### config.mk
export PLATFORM = sky130hd
export DESIGN_NAME = vx_credit_arbiter
export DESIGN_NICKNAME = d
export VERILOG_FILES = /design/src/rtl/vx_credit_arb_pkg.sv /design/src/rtl/vx_rr_picker.sv /design/src/rtl/vx_credit_arbiter.sv
export SDC_FILE = /design/constraint.sdc
export NUM_CORES = 1
export LEC_CHECK = 0
export BUFFER_PORTS_ARGS = -buffer_cell sky130_fd_sc_hd__buf_2
export CORE_ASPECT_RATIO = 1.75
export CORE_MARGIN = 1
export CORE_UTILIZATION = 39
export CTS_BUF_LIST = sky130_fd_sc_hd__clkbuf_8
export CTS_CLUSTER_SIZE = 24
export DETAILED_ROUTE_END_ITERATION = 6
export GPL_TIMING_DRIVEN = 0
export PLACE_DENSITY = 0.86
export SLEW_MARGIN = 20
export SYNTH_ARGS = -nofsm -noshare
export SYNTH_HDL_FRONTEND = slang
export SYNTH_HIERARCHICAL = 1
export SYNTH_SLANG_ARGS = --single-unit
### constraint.sdc
create_clock -name clk -period 3.2 [get_ports clk]
set_input_delay 0 -clock clk [delete_from_list [all_inputs] [get_ports clk]]
set_output_delay 0 -clock clk [all_outputs]
set_load 0.01 [all_outputs]
### src/rtl/vx_credit_arb_pkg.sv
// Shared widths, helper functions and types for the credit arbiter and its round-robin picker.
package vx_credit_arb_pkg;

  function automatic int log2up(input int n);
    return (n > 1) ? $clog2(n) : 1;
  endfunction

  function automatic int sizew(input int maxPending);
    return $clog2(maxPending + 1);
  endfunction

  localparam int DFLT_NUM_REQS    = 4;
  localparam int DFLT_MAX_PENDING = 16;
  localparam int DFLT_REQ_IDXW    = log2up(DFLT_NUM_REQS);
  localparam int DFLT_SIZEW       = sizew(DFLT_MAX_PENDING);

  // Types for the default configuration; parameterised instances size their own signals.
  typedef logic [DFLT_REQ_IDXW-1:0] req_idx_t;
  typedef logic [DFLT_SIZEW-1:0]    credit_cnt_t;

endpackage

### src/rtl/vx_rr_picker.sv
// Combinational round-robin select: first eligible index at or after ptr_i, wrapping modulo N.
module vx_rr_picker
  import vx_credit_arb_pkg::*;
#(
  parameter int N    = 4,
  parameter int IDXW = log2up(N)
) (
  input  logic [N-1:0]    eligible_i,
  input  logic [IDXW-1:0] ptr_i,
  output logic [N-1:0]    grant_o,
  output logic [IDXW-1:0] idx_o,
  output logic            valid_o
);

  logic found;

  // First pass covers ptr..N-1, second pass wraps around to 0..ptr-1.
  always_comb begin
    grant_o = '0;
    idx_o   = '0;
    found   = 1'b0;
    for (int i = 0; i < N; i++) begin
      if (!found && eligible_i[i] && (IDXW'(i) >= ptr_i)) begin
        found      = 1'b1;
        grant_o[i] = 1'b1;
        idx_o      = IDXW'(i);
      end
    end
    for (int i = 0; i < N; i++) begin
      if (!found && eligible_i[i]) begin
        found      = 1'b1;
        grant_o[i] = 1'b1;
        idx_o      = IDXW'(i);
      end
    end
  end

  assign valid_o = found;

endmodule

### src/rtl/vx_credit_arbiter.sv
// Credit-gated round-robin arbiter feeding a one-entry registered output stage.
// Optional per-requester outstanding caps are enabled by defining VX_CREDIT_ARB_REQ_LIMIT_EN.
module vx_credit_arbiter
  import vx_credit_arb_pkg::*;
#(
  parameter int NUM_REQS    = 4,
  parameter int MAX_PENDING = 16,
  parameter int REQ_LIMIT   = 8,
  parameter int DATAW       = 32,
  parameter int REQ_IDXW    = log2up(NUM_REQS),
  parameter int SIZEW       = sizew(MAX_PENDING)
) (
  input  logic                      clk,
  input  logic                      reset,
  input  logic [NUM_REQS-1:0]       req_valid,
  input  logic [NUM_REQS*DATAW-1:0] req_data,
  output logic [NUM_REQS-1:0]       req_ready,
  output logic                      out_valid,
  output logic [DATAW-1:0]          out_data,
  output logic [REQ_IDXW-1:0]       out_idx,
  input  logic                      out_ready,
  input  logic                      rsp_valid,
  input  logic [REQ_IDXW-1:0]       rsp_idx,
  output logic [SIZEW-1:0]          pending,
  output logic                      empty,
  output logic                      full
);

  logic                out_valid_q, out_valid_d;
  logic [DATAW-1:0]    out_data_q;
  logic [REQ_IDXW-1:0] out_idx_q;
  logic [REQ_IDXW-1:0] ptr_q, ptr_d;
  logic [SIZEW-1:0]    pending_q, pending_d;
  logic                empty_q, full_q;

  logic                can_load, credit_ok;
  logic [NUM_REQS-1:0] limit_block, eligible, grant;
  logic [REQ_IDXW-1:0] grant_idx;
  logic                grant_any;
  logic [DATAW-1:0]    sel_data;

  // Only the registered count gates issue, so a completion frees its credit a cycle later.
  assign can_load  = !out_valid_q || out_ready;
  assign credit_ok = pending_q < SIZEW'(MAX_PENDING);
  assign eligible  = req_valid & ~limit_block & {NUM_REQS{can_load && credit_ok}};

  vx_rr_picker #(
    .N    (NUM_REQS),
    .IDXW (REQ_IDXW)
  ) u_picker (
    .eligible_i (eligible),
    .ptr_i      (ptr_q),
    .grant_o    (grant),
    .idx_o      (grant_idx),
    .valid_o    (grant_any)
  );

  assign req_ready = grant;

  always_comb begin
    sel_data = '0;
    for (int i = 0; i < NUM_REQS; i++) begin
      if (grant[i]) sel_data = req_data[i*DATAW +: DATAW];
    end
  end

  always_comb begin
    out_valid_d = out_valid_q;
    ptr_d       = ptr_q;
    pending_d   = pending_q;
    if (grant_any) begin
      out_valid_d = 1'b1;
      ptr_d       = (grant_idx == REQ_IDXW'(NUM_REQS - 1)) ? '0 : grant_idx + REQ_IDXW'(1);
    end else if (out_ready) begin
      out_valid_d = 1'b0;
    end
    // Issue and completion together cancel; a stray completion at zero saturates.
    if (grant_any && !rsp_valid) begin
      pending_d = pending_q + SIZEW'(1);
    end else if (!grant_any && rsp_valid && (pending_q != '0)) begin
      pending_d = pending_q - SIZEW'(1);
    end
  end

  always_ff @(posedge clk) begin
    if (reset) begin
      out_valid_q <= 1'b0;
      ptr_q       <= '0;
      pending_q   <= '0;
      empty_q     <= 1'b1;
      full_q      <= 1'b0;
    end else begin
      out_valid_q <= out_valid_d;
      ptr_q       <= ptr_d;
      pending_q   <= pending_d;
      empty_q     <= (pending_d == '0);
      full_q      <= (pending_d == SIZEW'(MAX_PENDING));
    end
  end

  always_ff @(posedge clk) begin
    if (grant_any) begin
      out_data_q <= sel_data;
      out_idx_q  <= grant_idx;
    end
  end

  assert property (@(posedge clk) disable iff (reset) !(rsp_valid && (pending_q == '0)));

`ifdef VX_CREDIT_ARB_REQ_LIMIT_EN
  localparam int CNTW = $clog2(REQ_LIMIT + 1);

  logic [CNTW-1:0] req_cnt_q [NUM_REQS];

  for (genvar g = 0; g < NUM_REQS; g++) begin : g_req_cnt
    logic inc, dec;
    assign inc            = grant[g];
    assign dec            = rsp_valid && (rsp_idx == REQ_IDXW'(g));
    assign limit_block[g] = (req_cnt_q[g] == CNTW'(REQ_LIMIT));

    always_ff @(posedge clk) begin
      if (reset) begin
        req_cnt_q[g] <= '0;
      end else if (inc && !dec) begin
        req_cnt_q[g] <= req_cnt_q[g] + CNTW'(1);
      end else if (!inc && dec && (req_cnt_q[g] != '0)) begin
        req_cnt_q[g] <= req_cnt_q[g] - CNTW'(1);
      end
    end

    assert property (@(posedge clk) disable iff (reset) !(dec && (req_cnt_q[g] == '0)));
  end
`else
  logic rsp_idx_unused;
  assign rsp_idx_unused = ^rsp_idx;
  assign limit_block    = '0;
`endif

  assign out_valid = out_valid_q;
  assign out_data  = out_data_q;
  assign out_idx   = out_idx_q;
  assign pending   = pending_q;
  assign empty     = empty_q;
  assign full      = full_q;

endmodule

==> report_table.html <==
<table>
<tr><th>Metric</th><th>Value</th></tr>
<tr><th colspan="2">Yosys</th></tr>
<tr><td>Warning count from the yosys run</td><td>6</td></tr>
<tr><td>FFs w/ async S/R, synth</td><td>0</td></tr>
<tr><td>Syn avg cell area</td><td>9.65 sq um</td></tr>
<tr><td>Number of enable-type register cells in the synthesized netlist</td><td>34</td></tr>
<tr><td>Share of Yosys cell area claimed by the top area cell type</td><td>0.365</td></tr>
<tr><td>Most area-hungry cell type in the Yosys netlist</td><td>sky130_fd_sc_hd__edfxtp_1</td></tr>
<tr><td>Cells after synthesis</td><td>290</td></tr>
<tr><td>Library cell with the highest instance count after synthesis</td><td>sky130_fd_sc_hd__nand2_1</td></tr>
<tr><td>Synth cell types</td><td>43</td></tr>
<tr><td>Main synth FF type</td><td>sky130_fd_sc_hd__edfxtp_1</td></tr>
<tr><td>Top cells by instance count after synthesis</td><td>38 x sky130_fd_sc_hd__nand2_1, 37 x sky130_fd_sc_hd__nor2b_1, 34 x sky130_fd_sc_hd__edfxtp_1</td></tr>
<tr><td>Sequential area share after synthesis</td><td>0.436</td></tr>
<tr><td>Syn Nets</td><td>431</td></tr>
<tr><td>Synth area leaders</td><td>sky130_fd_sc_hd__edfxtp_1 36%, sky130_fd_sc_hd__a221oi_1 10%, sky130_fd_sc_hd__o31ai_1 8.6%</td></tr>
<tr><td>Post-synthesis register bit count</td><td>44</td></tr>
<tr><td>Netlist Area Pre-Place</td><td>0.00280 sq mm</td></tr>
<tr><th colspan="2">Critical path</th></tr>
<tr><td>Kind of capture point of the worst setup path</td><td>register</td></tr>
<tr><td>Master of the slowest instance on the critical path</td><td>sky130_fd_sc_hd__nor2b_1</td></tr>
<tr><td>Data required time at the worst endpoint</td><td>3.38 ns</td></tr>
<tr><td>Worst R2R Setup Slack</td><td>0.29 ns</td></tr>
<tr><td>Delay contributed by the slowest stage of the critical path</td><td>0.43 ns</td></tr>
<tr><td>Largest delay contributor family on the critical path</td><td>simple AND/OR/NAND/NOR gates</td></tr>
<tr><td>Buffers and inverters on the worst path</td><td>2</td></tr>
<tr><td>Crit path launch type</td><td>register</td></tr>
<tr><td>Critical path class</td><td>register to register</td></tr>
<tr><td>Arrival time at the worst endpoint</td><td>3.09 ns</td></tr>
<tr><td>Cell Chain, Critical Path</td><td>nor2b_1, nor2_1, and2_1, clkbuf_2, nor2_1, nand2_2, buf_2, nor2b_1, nand3_1, a211oi_1, o31ai_1</td></tr>
<tr><td>Maximum fanout count along the critical path</td><td>15</td></tr>
<tr><th colspan="2">Hold path</th></tr>
<tr><td>Hold crit path type</td><td>input port to register</td></tr>
<tr><th colspan="2">Clock network</th></tr>
<tr><td>Clk pin slew, worst setup/hold paths</td><td>0.08 ns</td></tr>
<tr><td>Postcts setup bufs</td><td>0</td></tr>
<tr><td>Buffer type at the clock tree root</td><td>sky130_fd_sc_hd__clkbuf_8</td></tr>
<tr><td>TritonCTS clock tree</td><td>done</td></tr>
<tr><td>Number of buffers added by the clock tree synthesis step</td><td>5</td></tr>
<tr><td>Skew-Pair Late Insertion Delay</td><td>0.30 ns</td></tr>
<tr><td>Clock Sinks</td><td>44</td></tr>
<tr><td>Maximum buffer depth of the clock tree</td><td>2</td></tr>
<tr><td>Number of H-tree levels</td><td>2</td></tr>
<tr><th colspan="2">Place</th></tr>
<tr><td>Total half-perimeter wirelength after legalization and detailed placement</td><td>7010 microns</td></tr>
<tr><td>Number of port buffers</td><td>180</td></tr>
<tr><td>Global placement routability congestion</td><td>0.785</td></tr>
<tr><td>Placed insts</td><td>555</td></tr>
<tr><th colspan="2">Pwr</th></tr>
<tr><td>Sequential share of power</td><td>0.420</td></tr>
<tr><td>Static Leakage</td><td>1.90 nW</td></tr>
<tr><td>Switching portion of total power</td><td>0.332</td></tr>
<tr><td>Clock Power Share</td><td>0.186</td></tr>
<tr><td>Logic pwr share</td><td>0.394</td></tr>
<tr><td>Power per unit of standard cell area</td><td>453 mW/mm^2</td></tr>
<tr><td>Internal power</td><td>1.28 mW</td></tr>
<tr><td>Switching power summed over all nets</td><td>639 uW</td></tr>
<tr><td>Overall power after layout</td><td>1.92 mW</td></tr>
<tr><td>Worst IR drop on VDD</td><td>0.000271 V</td></tr>
<tr><th colspan="2">Cells and area</th></tr>
<tr><td>Count of antenna diodes in the layout</td><td>0</td></tr>
<tr><td>Number of nets in the finished design</td><td>651</td></tr>
<tr><td>Area Growth Syn to Fin</td><td>51.8%</td></tr>
<tr><td>Non-filler cells, final</td><td>595</td></tr>
<tr><td>Fraction of layout cells with a size suffix above 1</td><td>0.397</td></tr>
<tr><td>Final core occ</td><td>0.615</td></tr>
<tr><th colspan="2">Drt</th></tr>
<tr><td>First drt pass iteration count</td><td>4</td></tr>
<tr><td>Vias per inst</td><td>5.48</td></tr>
<tr><td>Post-route DRC violation count</td><td>0</td></tr>
<tr><td>Vias post-DR</td><td>3261</td></tr>
<tr><td>Wire length after detailed routing</td><td>9450 microns</td></tr>
<tr><td>Drt initial violations</td><td>170</td></tr>
<tr><td>WL per Instance</td><td>15.9 microns</td></tr>
<tr><td>Number of nets with antenna violations after detailed routing</td><td>0</td></tr>
<tr><th colspan="2">Floorplanning</th></tr>
<tr><td>Number of rows in the core area</td><td>40</td></tr>
<tr><td>Ports</td><td>184</td></tr>
<tr><td>Initial cell density of the core</td><td>0.405</td></tr>
<tr><td>Die extent in y</td><td>114 microns</td></tr>
<tr><td>Floorplan core area</td><td>0.00691 sq mm</td></tr>
<tr><td>Total Die Area</td><td>0.00753 sq mm</td></tr>
<tr><td>Die X-Extent</td><td>66.0 microns</td></tr>
<tr><th colspan="2">STA</th></tr>
<tr><td>Hold WS</td><td>0.0281 ns</td></tr>
<tr><td>Max-slew violations</td><td>0</td></tr>
<tr><td>Hold violation count in the final report</td><td>0</td></tr>
<tr><td>Slew at the pin with the worst max-slew slack</td><td>0.539 ns</td></tr>
<tr><td>Final min period</td><td>2.91 ns</td></tr>
<tr><td>Setup repair after global routing missed its margin</td><td>no</td></tr>
<tr><td>Fmax</td><td>344 MHz</td></tr>
<tr><td>Worst clock skew on the final layout</td><td>0.00442 ns</td></tr>
<tr><td>Worst slew slack as a fraction of its limit</td><td>0.641</td></tr>
<tr><td>Final setup violation count</td><td>0</td></tr>
<tr><td>Portion of the clock cycle consumed by the worst path in the final layout</td><td>0.908</td></tr>
<tr><th colspan="2">Flow run</th></tr>
<tr><td>Max-cap violations</td><td>0</td></tr>
<tr><th colspan="2">GRT</th></tr>
<tr><td>Total routing resource utilization after global routing</td><td>0.251</td></tr>
<tr><td>Number of antenna violations at the first check in global routing</td><td>0</td></tr>
<tr><td>Global-route wire length before repair</td><td>14300 microns</td></tr>
<tr><td>Total congestion overflow after global routing</td><td>0</td></tr>
<tr><td>Maximum number of pins on one net before global-route repair</td><td>22</td></tr>
<tr><td>Via count of the first global-routing pass</td><td>3126</td></tr>
<tr><th colspan="2">Outcome</th></tr>
<tr><td>Result of the run</td><td>completed</td></tr>
</table>
[metal layers]
layer	part of all wire	GRT usage	vias to the layer above
met5	0	0	-
met4	0.037	0.119	0
met3	0.059	0.0470	31
met2	0.55	0.467	169
met1	0.36	0.258	1517
li1	-	-	1544
[final timing paths]
path | start | to | cells after the start
setup reg to reg | out_valid | empty | 11
hold reg to reg | ptr_q[0] | ptr_q[0] | 2
setup / recovery | out_valid | empty | 11
hold / removal | req_data[114] | out_data[18] | 3
[logic make-up (layout without fill, tap and decap cells)]
group | Yosys count | after routing | synth area share
AOI/OAI and AO/OA | 94 | 94 | 0.269
xor gates and xnor gates | 1 | 1 | 0.00313
adders and majority gates | 3 | 3 | 0.0134
muxes | 4 | 4 | 0.0143
and+or+nand+nor | 109 | 109 | 0.208
DFF | 44 | 44 | 0.436
buffers and inverters | 35 | 256 | 0.0563
[sequential cells by signal, indices dropped and copies added (netlist names)]
register / count
empty: 1
full: 1
out_data: 32
out_idx: 2
out_valid: 1
pending: 5
ptr_q: 2
[placed cells by master (no fill, tap or decap), drive strengths merged, types with 4 or more instances in the layout]
cell / count
buf: 187
nand2: 38
nor2b: 37
edfxtp: 34
a221oi: 33
o31ai: 32
dlygate4sd3: 32
clkbuf: 29
nor2: 11
a21oi: 10
dfxtp: 10
inv: 8
and2: 7
nand3b: 4
mux2i: 4
o21ai: 4
and3: 4
[area by class of cell]
cell class / instances / area [sq um]
clock inverter: 2 / 7.51
clock buffer: 6 / 82.6
tap: 84 / 105
timing repair buffer: 213 / 1250
buffer: 29 / 136
sequential: 44 / 1220
fill: 591 / 2660
multi-input combinational: 211 / 1420
inverter: 6 / 22.5
[metrics by stage]
step	worst slack (ns)	area, sq um	setup TNS, ns
final	0.293	4250	0
after global routing	0.0733	4250	0
after CTS	0.170	4240	0
after detailed placement	0.203	3830	0
after global placement	-0.591	3800	-2.16
after floorplan	0.0349	2800	0
[power groups by stage]
stage / Sequential, mW / Clock, mW / Combinational (mW)
floorplan: 0.889 / 0 / 0.345
global placement: 0.819 / 0 / 0.695
detailed placement: 0.822 / 0 / 0.724
CTS: 0.810 / 0.366 / 0.755
global route: 0.824 / 0.384 / 0.825
finish: 0.809 / 0.358 / 0.757
[worst register-to-register path: stages, from the launching register on]
cell                       delay [ns]
sky130_fd_sc_hd__dfxtp_1         0.32
sky130_fd_sc_hd__nor2b_1         0.17
sky130_fd_sc_hd__nor2_1          0.09
sky130_fd_sc_hd__and2_1          0.17
sky130_fd_sc_hd__clkbuf_2        0.16
sky130_fd_sc_hd__nor2_1          0.19
sky130_fd_sc_hd__nand2_2         0.30
sky130_fd_sc_hd__buf_2           0.29
sky130_fd_sc_hd__nor2b_1         0.43
sky130_fd_sc_hd__nand3_1         0.14
sky130_fd_sc_hd__a211oi_1        0.38
sky130_fd_sc_hd__o31ai_1         0.14
[timing repair]
action,CTS,global route
hold buffers,32,0
endpoints found under the setup margin,0,4
gates resized for setup,0,3
hold endpoints to repair,32,0
No activity file was read; power rests on OpenSTA's default activity.
